$ cat config.mk
export PLATFORM = sky130hd
export DESIGN_NAME = seven_seg_scanner
export DESIGN_NICKNAME = d
export VERILOG_FILES = /design/src/rtl/seven_seg_scanner.sv
export SDC_FILE = /design/constraint.sdc
export NUM_CORES = 1
export LEC_CHECK = 0
export ABC_CLOCK_PERIOD_IN_PS = 1850
export CELL_PAD_IN_SITES_DETAIL_PLACEMENT = 1
export CELL_PAD_IN_SITES_GLOBAL_PLACEMENT = 1
export CORE_ASPECT_RATIO = 1.2
export CORE_MARGIN = 5
export CORE_UTILIZATION = 42
export DETAILED_ROUTE_END_ITERATION = 8
export HOLD_SLACK_MARGIN = 0.06
export PLACE_DENSITY = 0.78
export SLEW_MARGIN = 25
export SYNTH_ARGS = -nofsm -noshare
export SYNTH_HDL_FRONTEND = slang
export SYNTH_SLANG_ARGS = --single-unit
$ cat constraint.sdc
create_clock -name clk -period 1.85 [get_ports clk]
set_input_delay 0.2775 -clock clk [delete_from_list [all_inputs] [get_ports clk]]
set_output_delay 0.2775 -clock clk [all_outputs]
set_load 0.1 [all_outputs]
$ cat src/rtl/seven_seg_scanner.sv
// Multiplexed 4-digit seven-segment scanner with double-buffered digit data,
// an anti-ghost guard interval at the start of every slot and frame-aligned data swaps.
module seven_seg_scanner #(
    parameter int unsigned REFRESH_DIV = 50000,
    parameter int unsigned GUARD       = 4
) (
    input  logic       clk,
    input  logic       reset,
    input  logic [3:0] digits_in [3:0],
    input  logic       update,
    input  logic [3:0] blank_in,
    output logic [3:0] an,
    output logic [6:0] seg,
    output logic       dp,
    output logic       frame_done
);

    localparam int unsigned     CntW     = $clog2(REFRESH_DIV);
    localparam logic [CntW-1:0] CntMax   = CntW'(REFRESH_DIV - 1);
    localparam logic [CntW-1:0] CntGuard = CntW'(GUARD);

    logic [3:0][3:0] stage_q, stage_d;
    logic [3:0][3:0] active_q, active_d;
    logic [3:0]      stage_mask_q, stage_mask_d;
    logic [3:0]      active_mask_q, active_mask_d;
    logic            pending_q, pending_d;
    logic [CntW-1:0] cnt_q, cnt_d;
    logic [1:0]      idx_q, idx_d;
    logic [3:0]      an_q, an_d;
    logic [6:0]      seg_q, seg_d;
    logic            frame_done_q, frame_done_d;
    logic            boundary;

    // Active-low cathodes, bit order {g,f,e,d,c,b,a}.
    function automatic logic [6:0] decode(input logic [3:0] v);
        logic [6:0] s;
        unique case (v)
            4'h0: s = 7'b1000000;
            4'h1: s = 7'b1111001;
            4'h2: s = 7'b0100100;
            4'h3: s = 7'b0110000;
            4'h4: s = 7'b0011001;
            4'h5: s = 7'b0010010;
            4'h6: s = 7'b0000010;
            4'h7: s = 7'b1111000;
            4'h8: s = 7'b0000000;
            4'h9: s = 7'b0010000;
            4'hA: s = 7'b0001000;
            4'hB: s = 7'b0000011;
            4'hC: s = 7'b1000110;
            4'hD: s = 7'b0100001;
            4'hE: s = 7'b0000110;
            4'hF: s = 7'b0001110;
        endcase
        return s;
    endfunction

    always_comb begin
        cnt_d         = cnt_q + CntW'(1);
        idx_d         = idx_q;
        boundary      = (cnt_q == CntMax) && (idx_q == 2'd3);
        stage_d       = stage_q;
        stage_mask_d  = stage_mask_q;
        active_d      = active_q;
        active_mask_d = active_mask_q;
        pending_d     = pending_q;
        an_d          = 4'b1111;
        seg_d         = 7'b1111111;
        frame_done_d  = boundary;

        if (cnt_q == CntMax) begin
            cnt_d = '0;
            idx_d = idx_q + 2'd1;
        end

        if (boundary && pending_q) begin
            active_d      = stage_q;
            active_mask_d = stage_mask_q;
            pending_d     = 1'b0;
        end

        // Evaluated after the swap so a coincident update stays pending for the next frame.
        if (update) begin
            for (int i = 0; i < 4; i++) begin
                stage_d[i] = digits_in[i];
            end
            stage_mask_d = blank_in;
            pending_d    = 1'b1;
        end

        if (cnt_q >= CntGuard) begin
            an_d = ~(4'b0001 << idx_q);
            if (!active_mask_q[idx_q]) begin
                seg_d = decode(active_q[idx_q]);
            end
        end
    end

    always_ff @(posedge clk or negedge reset) begin
        if (!reset) begin
            stage_q       <= '0;
            stage_mask_q  <= '0;
            active_q      <= '0;
            active_mask_q <= '0;
            pending_q     <= 1'b0;
            cnt_q         <= '0;
            idx_q         <= '0;
            an_q          <= 4'b1111;
            seg_q         <= 7'b1111111;
            frame_done_q  <= 1'b0;
        end else begin
            stage_q       <= stage_d;
            stage_mask_q  <= stage_mask_d;
            active_q      <= active_d;
            active_mask_q <= active_mask_d;
            pending_q     <= pending_d;
            cnt_q         <= cnt_d;
            idx_q         <= idx_d;
            an_q          <= an_d;
            seg_q         <= seg_d;
            frame_done_q  <= frame_done_d;
        end
    end

    assign an         = an_q;
    assign seg        = seg_q;
    assign dp         = 1'b1;
    assign frame_done = frame_done_q;

endmodule

# --- Word level (Yosys, flattened, before mapping) ---
# Memory sizes are Yosys's and may differ from the RTL's.
# Index checks and enable logic that the tools add are counted.
word_totals:
  out_inout_bits: 13
  in_bits: 23
  mem_bits_ro: 112
  mem_count: 1
  reg_bits: 71
  elab_cells: 38
memory_table:
  columns: ["name", "words", "word_bits", "rd", "rd_ports_with_merged_regs", "wr", "line", "source"]
  rows:
  - ["(no name shown)", 16, 7, 1, 0, 0, "37", "unique case (v)"]
classes:
  reduce_logical: 3
  mux: 10
  n_shift: 1
  n_eq_ne: 2
  bitwise_logic: 1
  magnitude_cmp: 2
  addsub: 2
op_table:
  columns: ["cell", "n"]
  rows:
  - ["adder 16 x 1 -> 16 bit, second input constant", 1]
  - ["== test 16 bit, second input constant", 1]
  - ["greater-or-equal comparator 16 x 3 -> 1 bit, second input constant", 1]
  - ["2-to-1 mux 16 bit", 1]
  - ["2-to-1 mux 7 bit", 2]
  - ["binary-select mux 4 bit (select 2 bit)", 1]
  - ["2-to-1 mux 4 bit", 2]
  - ["inverter 4 bit", 1]
  - ["left shift 1 x 2 -> 4 bit, first input constant", 1]
  - ["< comparator 2 x 3 -> 1 bit, second input constant", 1]
  - ["2-to-1 mux 1 bit", 3]
  - ["adder 2 x 1 -> 2 bit, second input constant", 1]
  - ["binary-select mux 1 bit (select 2 bit)", 1]
  - ["== test 2 bit, second input constant", 1]
  - ["logical AND 1 bit", 2]
  - ["nonzero test 2 bit", 1]

# --- Depth between registers and ports, before layout ---
depth:
  depth_word: 5
  depth_mapped: 7
  mapped_depth_nobuf: 6

# --- Worst setup path before layout ---
# OpenSTA, ideal clock, no wires.
synth_timing:
  path_kind: "register to register"
  start: "register cnt_q[4]"
  end: "register active_mask_q[0]"
  setup_time_ps: 125
  synth_period_minus_slack_ps: 1954
  path_slack_ps: -104
  arrival_ps: 1829
  stages_incl_launch_ff: 6
  required_time_ps: 1725
  n_path_buf: 1
  path_cell_list: "dfrtp_1 -> or4_4 -> nor4_4 -> nand4_2 -> buf_6 -> mux2_4"
synth_via:
  elab_chain_len: 3
synth_rtl:
  columns: ["item", "line", "source"]
  rows:
  - ["start, declared", "27", "logic [CntW-1:0] cnt_q, cnt_d;"]
  - ["start signal, assigned", "117", "cnt_q <= cnt_d;"]
  - ["== test 16 bit", "61", "boundary = (cnt_q == CntMax) && (idx_q == 2'd3);"]
  - ["logical AND 1 bit", "61", null]
  - ["logical AND 1 bit", "76", "if (boundary && pending_q) begin"]
  - ["end signal, assigned", "115", "active_mask_q <= active_mask_d;"]
  - ["end, declared", "25", "logic [3:0] active_mask_q, active_mask_d;"]
# No other way between the ends.
# A chain may end at the register's enable or synchronous reset.

# --- Worst setup path after layout ---
layout_timing:
  start: "register cnt_q[4]"
  end: "register active_q[11] (netlist bit)"
layout_via:
  elab_chain_len: 3
layout_rtl:
  columns: ["item", "line", "source"]
  rows:
  - ["== test 16 bit", "61", null]
  - ["logical AND 1 bit", "61", null]
  - ["logical AND 1 bit", "76", null]
  - ["end signal, assigned", "114", "active_q <= active_d;"]
  - ["end, declared", "23", "logic [3:0][3:0] active_q, active_d;"]
# No other way between the ends.

==> metrics.txt <==
failing checks negative setup slack; clock share of power 0.383; largest cells by area after synthesis dfrtp_1 45%, mux2_4 9.0%, dfstp_2 8.7%; WS Path Type register to register; Via-to-Cell Ratio roughly 5.2; met1 global-route usage 0.194; Slew Viols, Final 0; ys async rst share 1.00; Synth Register Bits 71; critical path fanouts, max 10; Critical Path Start Type register; Lkg Pwr 1.99 nW; DRT antenna net count 0; synthesized area roughly 3300 sq um; Critical R2R Capture active_q[11]; Net Sw Frac 0.245; Core Rows 35; worst-path cell chain or4_4 -> nor4_4 -> nand4_2 -> buf_6 -> mux2_4; Tcrit/Tclk final 1.04; max-cap check violation count 0; met3 usage 0.0371; Die H 107 um; CP peak stage delay 540 ps; Fillers 755; Fin. Hold Viols 0; switching power ~0.70 mW; Root Driver clkbuf_8; IR Drop Worst-Case VDD around 530 uV; WP buf/inv 1; CTS tree yes; GR peak layer met2; Register Area 1790 sq um; Final nets 345; Worst EP required 2090 ps; P_int 2.17 mW; grt ovf 0; Initial DRT Pass Iterations 4; initial antenna violation count 0; Cell Pwr Density 678 nW/um^2; Routed WL between 7000 and 8000 um; predominant post-synthesis flop cell dfrtp_1; drc violations 0; Worst-Skew Late Latency 350 ps; r2r setup slk -70 ps; Worst setup EP type register; logic gate share of total power 0.053; gr usage total 0.161; Synth cell types 39; Die ar. 9790 sq um; post-synth top area cell dfrtp_1; Sequential Power Share 0.564; met2 GRT Util 0.270; n_diodes 0; worst endpoint data arrival time 2160 ps; Synth Warn # 0; post-synth top area share 0.452; Post-DP HPWL between 4000 and 5000 um; Layout Skew 5.85 ps; slack of the critical path -72.5 ps; DR vias 2,121; Max stage delay cell, worst path or4_4; Syn Nets roughly 280; Worst-path clk slew 70 ps; Clock Sinks 71; r2r startpoint cnt_q[4]; Initial Util 0.431; Seq/Total Area, Yosys 0.540; pre-CTS setup slack -91.9 ps; largest net degree at the start of global routing 72; Final setup viols 20; multi-input logic area between 1000 and 1500 sq um; routed len/inst 17.3 um; global-route wire length before repair approximately 12,000 um; delay-heaviest family, CP simple AND/OR/NAND/NOR gates; Syn Area/Cell 13.4 sq um; R2R depth 5; layout cell share with drive strength beyond 1 0.390; outcome complete, but fails checks; worst min path class input port to async pin; vias in the first global route between 2,000 and 2,500; RSZ-0062 raised after global routing true; Synth Instances 247; Syn-to-layout area delta 27.8%; CTS H-tree lvls 3; Power Total 2.87 mW; io pins 36; port bufs 34; Placeable Area 7710 sq um; Iter 0 DRT Violations 68; buffer depth of the longest clock path 2; min cycle time layout 1920 ps; CTS Buf Count 9; GP Congestion 0.823; die width 91.1 um; Post-synth EDFFs 0; fmax roughly 520 MHz
metal layers:
metal	vias up	routed length, um	share of wire
li1	994	-	-
met1	1075	3030	0.43
met2	39	3610	0.51
met3	13	250	0.035
met4	0	175	0.025
met5	-	0	0
cell families (layout without fill, tap and decap cells):
| kind of cell | after synthesis | after routing | share of synthesized area |
|---|---|---|---|
| buffers and inverters | 20 | 87 | 0.0290 |
| muxes | 47 | 47 | 0.202 |
| other | 1 | 1 | 0.00113 |
| AOI/OAI and AO/OA | 16 | 16 | 0.0305 |
| and+or+nand+nor | 62 | 63 | 0.104 |
| DFF | 71 | 71 | 0.540 |
| xor gates and xnor gates | 18 | 18 | 0.0475 |
| adders and majority gates | 12 | 12 | 0.0452 |
worst max path at each step:
stage          startpoint                to  slack [ps]  cells after the start
6_report         cnt_q[4]      active_q[11]         -70                      5
5_1_grt          cnt_q[4]      active_q[11]        -100                      5
4_1_cts          cnt_q[4]      active_q[11]         -90                      5
3_5_place_dp     cnt_q[4]      active_q[11]         -90                      5
3_3_place_gp     cnt_q[4]       active_q[9]         -50                      5
2_1_floorplan    cnt_q[4]  active_mask_q[0]        -100                      5
area by class of cell:
class                      instances  share of cell area
sequential                        71               0.422
multi-input combinational        157               0.344
timing repair buffer              60               0.156
clock buffer                       9              0.0292
tap                               92              0.0271
clock inverter                     7              0.0115
inverter                          11             0.00974
worst register-to-register path: stages, from the launching register on:
cell and delay [ps]:
dfrtp_1 390, or4_4 550, nor4_4 200, nand4_2 160, buf_6 200, mux2_4 310
flip-flops by register name, indices dropped and copies added (netlist names):
| signal | cells |
|---|---|
| stage_q | 16 |
| active_q | 16 |
| idx_q | 2 |
| cnt_q | 16 |
| seg | 7 |
| an | 4 |
| stage_mask_q | 4 |
| active_mask_q | 4 |
| pending_q | 1 |
| frame_done | 1 |
power groups by stage:
stage               Clock, mW  Combinational (mW)  Sequential (mW)
floorplan                   0              0.0644             1.64
global placement            0               0.148             1.65
detailed placement          0               0.155             1.65
CTS                      1.14               0.158             1.62
global route             1.21               0.170             1.63
finish                   1.10               0.153             1.62
cell usage in the layout, fill, tap and decap left out, types with 2 or more instances in the layout:
master / synthesis / layout
buf_4: 1 / 23
xnor2_1: 7 / 7
and3_1: 2 / 2
inv_1: 11 / 11
a21oi_1: 4 / 3
nand4_1: 3 / 3
nand3_1: 9 / 9
mux4_2: 6 / 6
o211ai_1: 3 / 3
nor3b_1: 2 / 2
xor2_1: 11 / 11
nand2_1: 14 / 14
o21ai_0: 4 / 4
nor2_1: 12 / 12
mux2_4: 20 / 20
buf_12: 0 / 12
dfstp_2: 11 / 11
o31ai_1: 2 / 2
ha_1: 12 / 11
clkinv_2: 0 / 3
buf_6: 2 / 2
clkdlybuf4s50_1: 0 / 21
or2_2: 2 / 2
clkbuf_8: 0 / 9
dfrtp_1: 60 / 60
or4_1: 4 / 4
mux2_2: 21 / 21
nor3_1: 4 / 4
clkinv_4: 0 / 2
timing repair:
action | in CTS | in global routing
hold buffers | 1 | 0
hold endpoints to repair | 60 | 0
cloned | 0 | 1
buffers inserted | 0 | 0
setup endpoints to repair | 26 | 32
gates resized for setup | 4 | 2
pin swaps | 0 | 2
synth_stat cells (all sizes together) (5+ instances only):
| library cell | instances |
|---|---|
| ha | 12 |
| nand2 | 14 |
| xnor2 | 7 |
| or4 | 5 |
| mux2 | 41 |
| xor2 | 11 |
| dfrtp | 60 |
| dfstp | 11 |
| mux4 | 6 |
| buf | 5 |
| nand3 | 9 |
| inv | 11 |
| nor2 | 12 |
per-stage QoR:
stage           util  instance area, sq um  TNS, ps  std cells  hold slack (ps)
2_1_floorplan      -                  3330    -2090        247            -18.1
5_1_grt        0.550                  4240    -2040        407              513
4_1_cts        0.547                  4220    -1570        406              480
6_report       0.550                  4240    -1210        407              472
3_3_place_gp   0.522                  4020     -942        389              327
3_5_place_dp   0.522                  4020    -1690        389              328
No activity file was read; power rests on OpenSTA's default activity.
